===== config.mk =====
export PLATFORM = sky130hd
export DESIGN_NAME = hdc_assoc_search_flat
export DESIGN_NICKNAME = d
export VERILOG_FILES = /design/src/rtl/hdc_assoc_search_if.sv /design/src/rtl/hdc_assoc_search.sv /design/src/flat_wrapper.sv
export SDC_FILE = /design/constraint.sdc
export NUM_CORES = 1
export LEC_CHECK = 0
export CORE_UTILIZATION = 50
export CTS_CLUSTER_DIAMETER = 80
export CTS_CLUSTER_SIZE = 12
export DETAILED_ROUTE_END_ITERATION = 8
export HOLD_SLACK_MARGIN = 0.12
export PLACE_DENSITY = 0.76
export SYNTH_ARGS = -nofsm -noshare
export SYNTH_HDL_FRONTEND = slang
export SYNTH_SLANG_ARGS = --single-unit
export TNS_END_PERCENT = 1

===== constraint.sdc =====
create_clock -name clk -period 8.3 [get_ports clk]
set_clock_uncertainty 0.05 [all_clocks]
set_input_delay 0.83 -clock clk [delete_from_list [all_inputs] [get_ports clk]]
set_output_delay 0.83 -clock clk [all_outputs]
set_load 0.1 [all_outputs]

===== src/rtl/hdc_assoc_search_if.sv =====
// hdc_assoc_search_if: query input, class ROM select and result output signals of the search stage
interface hdc_assoc_search_if #(
  parameter int FRAME_W = 64,
  parameter int CLASS_W = 3,
  parameter int FIDX_W  = 2,
  parameter int DIST_W  = 8
);
  logic               q_valid;
  logic               q_ready;
  logic [FRAME_W-1:0] q_frame;
  logic [CLASS_W-1:0] frame_id;
  logic [FIDX_W-1:0]  frame_index;
  logic [FRAME_W-1:0] class_vec_in;
  logic               res_valid;
  logic               res_ready;
  logic [CLASS_W-1:0] res_class;
  logic [DIST_W-1:0]  res_dist;
  logic               busy;
  modport slave (
    input  q_valid, q_frame, class_vec_in, res_ready,
    output q_ready, frame_id, frame_index, res_valid, res_class, res_dist, busy
  );
  modport master (
    output q_valid, q_frame, class_vec_in, res_ready,
    input  q_ready, frame_id, frame_index, res_valid, res_class, res_dist, busy
  );
endinterface


===== src/rtl/hdc_assoc_search.sv =====
// hdc_assoc_search: buffers one query hypervector and finds the class with minimum Hamming distance
module hdc_assoc_search #(
  parameter int FRAME_W   = 64,
  parameter int N_FRAMES  = 3,
  parameter int N_CLASSES = 8,
  parameter int CLASS_W   = 3,
  parameter int FIDX_W    = 2,
  parameter int DIST_W    = 8
) (
  input logic clk,
  input logic rst_n,
  hdc_assoc_search_if.slave bus
);
  typedef enum logic [1:0] {LOAD, SEARCH, DONE} state_t;
  state_t r_state, w_state_n;
  logic [FRAME_W-1:0] r_qbuf [N_FRAMES];
  logic [FIDX_W-1:0]  r_ld, w_ld_n, r_fidx, w_fidx_n;
  logic [CLASS_W-1:0] r_fid, w_fid_n, r_best_class, w_best_class_n;
  logic [DIST_W-1:0]  r_acc, w_acc_n, r_best_dist, w_best_dist_n, w_d, w_total;
  logic               w_q_acc, w_last_f, w_last_c, w_last_ld;

  always_ff @(posedge clk or negedge rst_n)
    if (!rst_n) begin
      r_state      <= LOAD;
      r_ld         <= '0;
      r_fid        <= '0;
      r_fidx       <= '0;
      r_acc        <= '0;
      r_best_dist  <= '0;
      r_best_class <= '0;
    end else begin
      r_state      <= w_state_n;
      r_ld         <= w_ld_n;
      r_fid        <= w_fid_n;
      r_fidx       <= w_fidx_n;
      r_acc        <= w_acc_n;
      r_best_dist  <= w_best_dist_n;
      r_best_class <= w_best_class_n;
    end

  // query buffer carries no reset; it is always fully rewritten before use
  always_ff @(posedge clk)
    if (w_q_acc) r_qbuf[r_ld] <= bus.q_frame;

  always_comb begin
    w_q_acc        = bus.q_valid && r_state == LOAD;
    w_d            = DIST_W'($countones(r_qbuf[r_fidx] ^ bus.class_vec_in));
    w_total        = r_acc + w_d;
    w_last_f       = r_fidx == FIDX_W'(N_FRAMES - 1);
    w_last_c       = r_fid == CLASS_W'(N_CLASSES - 1);
    w_last_ld      = r_ld == FIDX_W'(N_FRAMES - 1);
    w_state_n      = r_state;
    w_ld_n         = r_ld;
    w_fid_n        = r_fid;
    w_fidx_n       = r_fidx;
    w_acc_n        = r_acc;
    w_best_dist_n  = r_best_dist;
    w_best_class_n = r_best_class;
    case (r_state)
      LOAD:
        if (w_q_acc) begin
          w_ld_n = w_last_ld ? '0 : r_ld + 1'b1;
          if (w_last_ld) begin
            w_state_n = SEARCH;
            w_fid_n   = '0;
            w_fidx_n  = '0;
            w_acc_n   = '0;
          end
        end
      SEARCH:
        if (!w_last_f) begin
          w_acc_n  = w_total;
          w_fidx_n = r_fidx + 1'b1;
        end else begin
          // strict compare keeps the lowest class index on ties
          if (r_fid == '0 || w_total < r_best_dist) begin
            w_best_dist_n  = w_total;
            w_best_class_n = r_fid;
          end
          w_acc_n   = '0;
          w_fidx_n  = '0;
          w_fid_n   = w_last_c ? '0 : r_fid + 1'b1;
          w_state_n = w_last_c ? DONE : SEARCH;
        end
      DONE:
        if (bus.res_ready) w_state_n = LOAD;
      default: w_state_n = LOAD;
    endcase
  end

  assign bus.q_ready     = r_state == LOAD;
  assign bus.res_valid   = r_state == DONE;
  assign bus.busy        = r_state != LOAD;
  assign bus.frame_id    = r_fid;
  assign bus.frame_index = r_fidx;
  assign bus.res_class   = r_best_class;
  assign bus.res_dist    = r_best_dist;
endmodule

===== src/flat_wrapper.sv =====
// flat-port wrapper written by rule: the top's interface ports become plain ports
module hdc_assoc_search_flat 
#(
  parameter int FRAME_W   = 64,
  parameter int N_FRAMES  = 3,
  parameter int N_CLASSES = 8,
  parameter int CLASS_W   = 3,
  parameter int FIDX_W    = 2,
  parameter int DIST_W    = 8
)
  (clk, rst_n, bus_q_valid, bus_q_frame, bus_class_vec_in, bus_res_ready, bus_q_ready, bus_frame_id, bus_frame_index, bus_res_valid, bus_res_class, bus_res_dist, bus_busy);
  hdc_assoc_search_if #(.FRAME_W(FRAME_W), .CLASS_W(CLASS_W), .FIDX_W(FIDX_W), .DIST_W(DIST_W)) bus_i ();
  input logic clk;
  input logic rst_n;
  input wire logic [$bits(bus_i.q_valid)-1:0] bus_q_valid;
  input wire logic [$bits(bus_i.q_frame)-1:0] bus_q_frame;
  input wire logic [$bits(bus_i.class_vec_in)-1:0] bus_class_vec_in;
  input wire logic [$bits(bus_i.res_ready)-1:0] bus_res_ready;
  output wire logic [$bits(bus_i.q_ready)-1:0] bus_q_ready;
  output wire logic [$bits(bus_i.frame_id)-1:0] bus_frame_id;
  output wire logic [$bits(bus_i.frame_index)-1:0] bus_frame_index;
  output wire logic [$bits(bus_i.res_valid)-1:0] bus_res_valid;
  output wire logic [$bits(bus_i.res_class)-1:0] bus_res_class;
  output wire logic [$bits(bus_i.res_dist)-1:0] bus_res_dist;
  output wire logic [$bits(bus_i.busy)-1:0] bus_busy;
  assign bus_i.q_valid = bus_q_valid;
  assign bus_i.q_frame = bus_q_frame;
  assign bus_i.class_vec_in = bus_class_vec_in;
  assign bus_i.res_ready = bus_res_ready;
  assign bus_q_ready = bus_i.q_ready;
  assign bus_frame_id = bus_i.frame_id;
  assign bus_frame_index = bus_i.frame_index;
  assign bus_res_valid = bus_i.res_valid;
  assign bus_res_class = bus_i.res_class;
  assign bus_res_dist = bus_i.res_dist;
  assign bus_busy = bus_i.busy;
  hdc_assoc_search #(.FRAME_W(FRAME_W), .N_FRAMES(N_FRAMES), .N_CLASSES(N_CLASSES), .CLASS_W(CLASS_W), .FIDX_W(FIDX_W), .DIST_W(DIST_W)) u_core (.clk(clk), .rst_n(rst_n), .bus(bus_i));
endmodule

==> insert_results.sql, run 1 <==
INSERT INTO impl_metrics (metric_group, metric, value, unit) VALUES
('sta', 'max_freq', '121', 'MHz'),
('die', 'chipHeight', '153', 'µm'),
('detailed_routing', 'route.detailed.wl_per_inst', '17.3', 'µm'),
('synth', 'sequential_area_share_after_synthesis', '56.4', '%'),
('global_route', 'global_route.overflow_total', '0', ''),
('sta', 'worst_slack', '0.0328', 'ns'),
('clock_network', 'clock_sinks', '220', ''),
('detailed_routing', 'drtAntennaViolNets', '0', ''),
('sta', 'final-hold-violation-count', '0', ''),
('worst_setup_path', 'critical_path.most_common_cell', 'sky130_fd_sc_hd__fa_1', ''),
('worst_setup_path', 'cp_max_fo', '13', ''),
('clock_network', 'clk_latency', '0.50', 'ns'),
('die', 'die_width', '153', 'µm'),
('die', 'fp.dieArea', '23500', 'µm²'),
('placed_design', 'pre_cts_ws', '-0.278', 'ns'),
('synth', 'syn-num-nets', '1079', ''),
('synth', 'number_of_different_library_cells_in_the_post_synthesis_netlist', '39', ''),
('placed_design', 'buffer_ports.inserted', '150', ''),
('die', 'core_area', '22600', 'µm²'),
('clock_network', 'htreeDepth', '1', ''),
('synth', 'syn-instance-count', '823', ''),
('sta', 'rsz_0062_raised_after_global_routing', 'yes', ''),
('clock_network', 'clock-root-buffer', 'sky130_fd_sc_hd__clkbuf_16', ''),
('clock_network', 'numCtsBuffers', '22', ''),
('status', 'status', 'complete, no violations', ''),
('clock_network', 'clock_tree.buffer_depth', '3', ''),
('worst_setup_path', 'critPathTopFamily', 'adder cells', ''),
('placed_design', 'place_hpwl', '15.9', 'mm'),
('synth', 'synthesis.yosys.warnings', '0', ''),
('cells_and_area', 'flow.area_growth_from_synthesis', '24.0', '%'),
('die', 'start_util', '50.8', '%'),
('clock_network', 'clkTransAtPathRegs', '0.06', 'ns'),
('sta', 'final_count_of_negative_setup_slack_endpoints', '0', ''),
('worst_setup_path', 'critical_path.endpoint_type', 'flop', ''),
('global_route', 'first_global_vias', '6874', ''),
('detailed_routing', 'drt_drc_violations_left', '0', ''),
('sta', 'max_slew_headroom', '33.7', '%'),
('clock_network', 'cts_tree', 'done', ''),
('detailed_routing', 'drt-pass1-iter-count', '6', ''),
('global_route', 'grt_first_pass_wirelength', '35.7', 'mm'),
('synth', 'synth_top_flop_cell', 'sky130_fd_sc_hd__edfxtp_1', ''),
('detailed_routing', 'viasPerCell', '5.05', ''),
('synth', 'ys_ff_latch', '220', ''),
('synth', 'netlist_top_cells_count', 'sky130_fd_sc_hd__edfxtp_1 (192), sky130_fd_sc_hd__inv_1 (111), sky130_fd_sc_hd__nand2_1 (72)', ''),
('synth', 'netlist_top_cells_area', 'sky130_fd_sc_hd__edfxtp_1 (50%), sky130_fd_sc_hd__fa_1 (11%), sky130_fd_sc_hd__ha_1 (6.7%)', ''),
('worst_setup_path', 'crit_path_max_incr_delay', '0.54', 'ns'),
('die', 'placement_rows', '55', ''),
('sta', 'smallest_hold_slack', '0.465', 'ns'),
('synth', 'synth.top_cell.area_share', '50.3', '%'),
('detailed_routing', 'initialDrtViolationCount', '303', ''),
('synth', 'synth-edff-count', '192', ''),
('cells_and_area', 'finish.net_count', '1263', ''),
('worst_setup_path', 'critPathKind', 'reg2reg', ''),
('worst_setup_path', 'arrival', '8.60', 'ns'),
('synth', 'async_reset_ff_share', '12.7', '%'),
('job', 'maxCapViolations', '0', ''),
('worst_setup_path', 'number_of_buffer_and_inverter_stages_on_the_critical_path', '8', ''),
('placed_design', 'gp_congestion', '0.831', ''),
('detailed_routing', 'drt_wl_total', '22.5', 'mm'),
('global_route', 'antenna_found_initial', '1', ''),
('worst_setup_path', 'setup.worst_path.start_class', 'flop', ''),
('worst_setup_path', 'cp.required', '8.63', 'ns'),
('clock_network', 'hold_buffers', '0', ''),
('detailed_routing', 'vias', '6564', ''),
('cells_and_area', 'final_util', '63.0', '%'),
('synth', 'synth_area_per_cell', '13.9', 'µm²'),
('sta', 'timing.final.max_slew_violations', '0', ''),
('sta', 'period_needed', '8.27', 'ns'),
('sta', 'finalCritPeriodShare', '99.6', '%'),
('global_route', 'pin_count_of_the_biggest_net_entering_global_routing', '66', ''),
('synth', 'netlist_area_before_placement', '11500', 'µm²'),
('cells_and_area', 'drive_above_1_share', '7.99', '%'),
('worst_setup_path', 'timing.critical_path.slowest_stage_cell', 'sky130_fd_sc_hd__fa_1', ''),
('global_route', 'total_global_route_track_usage', '19.7', '%'),
('synth', 'synth_most_common_cell', 'sky130_fd_sc_hd__edfxtp_1', ''),
('worst_hold_path', 'hp-class', 'reg2reg', ''),
('synth', 'synthDominantAreaCellType', 'sky130_fd_sc_hd__edfxtp_1', ''),
('sta', 'worst-slew-pin-transition', '0.994', 'ns'),
('die', 'design.portCount', '151', '');
## state kept, by name, summed over array words and instances, names as in the netlist
| name | count |
|---|---|
| u_core.bus.frame_id | 3 |
| u_core.r_state | 2 |
| u_core.r_qbuf | 192 |
| u_core.bus.frame_index | 2 |
| u_core.r_acc | 8 |
| u_core.bus.res_dist | 8 |
| u_core.bus.res_class | 3 |
| u_core.r_ld | 2 |
## placed cells by master, fill, tap and decap left out, types with 4 or more instances in the layout
cell type                         Yosys  routed
sky130_fd_sc_hd__o31ai_1              4       4
sky130_fd_sc_hd__clkbuf_1            15       7
sky130_fd_sc_hd__buf_4                1      27
sky130_fd_sc_hd__clkdlybuf4s50_1      0     150
sky130_fd_sc_hd__mux2_4               9       9
sky130_fd_sc_hd__nor2_1               6       6
sky130_fd_sc_hd__mux2i_1             66      66
sky130_fd_sc_hd__nand2_1             72      72
sky130_fd_sc_hd__o21ai_0             70      59
sky130_fd_sc_hd__ha_1                61      61
sky130_fd_sc_hd__a22o_1               8       8
sky130_fd_sc_hd__o21ai_1              0      11
sky130_fd_sc_hd__xor2_1              65      65
sky130_fd_sc_hd__clkbuf_16            0      24
sky130_fd_sc_hd__edfxtp_1           192     192
sky130_fd_sc_hd__dfrtp_1             28      26
sky130_fd_sc_hd__a21oi_1              8       8
sky130_fd_sc_hd__xnor2_1              5       5
sky130_fd_sc_hd__buf_12               0       5
sky130_fd_sc_hd__inv_1              111     111
sky130_fd_sc_hd__fa_1                63      62
## area by class of cell
class / count / area (µm²)
fillers: 1743 / 8360
flip-flops and latches: 220 / 6470
multi-input cells: 468 / 4490
repair buffers: 184 / 1860
clock buffers: 30 / 602
inverters: 111 / 417
well taps: 285 / 357
clock inverters: 1 / 8.76
diodes: 1 / 2.50
## kinds of logic (layout without fill, tap and decap cells)
family          after synthesis  count (layout)  share of synthesized area, %
mux                          77              77                          7.14
simple gates                 95              95                          3.68
buf+inv                     135             326                          4.60
other cells                   0               1                             0
xor+xnor                     70              70                          5.35
fa+ha+maj                   124             124                          17.7
flops                       220             220                          56.4
compound gates              102             102                          5.12
## path summary, 6_finish.rpt
| path | from | endpoint | cells past startpoint | slack [ns] |
|---|---|---|---|---|
| max | u_core.bus.frame_index[0] | u_core.bus.res_class[2] | 30 | 0.03 |
| min | u_core.bus.res_class[1] | u_core.bus.res_class[1] | 1 | 0.47 |
| max reg2reg | u_core.bus.frame_index[0] | u_core.bus.res_class[2] | 30 | 0.03 |
| min reg2reg | u_core.bus.res_class[1] | u_core.bus.res_class[1] | 1 | 0.47 |
| max in group asynchronous | rst_n | u_core.bus.frame_index[1] | 2 | 7.24 |
| min in group asynchronous | rst_n | u_core.bus.frame_id[1] | 2 | 0.67 |
## routing by layer
layer  up-vias  routed length [µm]  GRT usage [%]
met2       153               11000           34.2
met5         -                   0              0
met4         0                 346           4.33
li1       3193                   -              -
met1      3190                9860           25.6
met3        28                1300           4.20
## timing repair
item | CTS | global route
setup endpoints to repair | 10 | 11
gates cloned | 0 | 1
pin swaps | 2 | 2
resized for setup | 8 | 6
buffers inserted | 0 | 3
## through the flow
step           TNS (ns)  area (µm²)  instances
5_1_grt           -2.31       14200       1299
3_5_place_dp      -2.55       13500       1264
2_1_floorplan         0       11500        823
4_1_cts         -0.0359       14200       1295
6_report              0       14200       1300
3_3_place_gp      -1.32       13500       1264
Power of run 1 is left out: the tool's default activity adds up to more than one toggle a clock period on the data nets, which glitch-free logic cannot reach.
==> inputs of run 2 (changes only) <==
- SLEW_MARGIN: default -> 20
==> results of run 2 <==
No change in the layout: final DEF, timing and power equal those of run 1.
Power of run 2 is left out for the same reason.
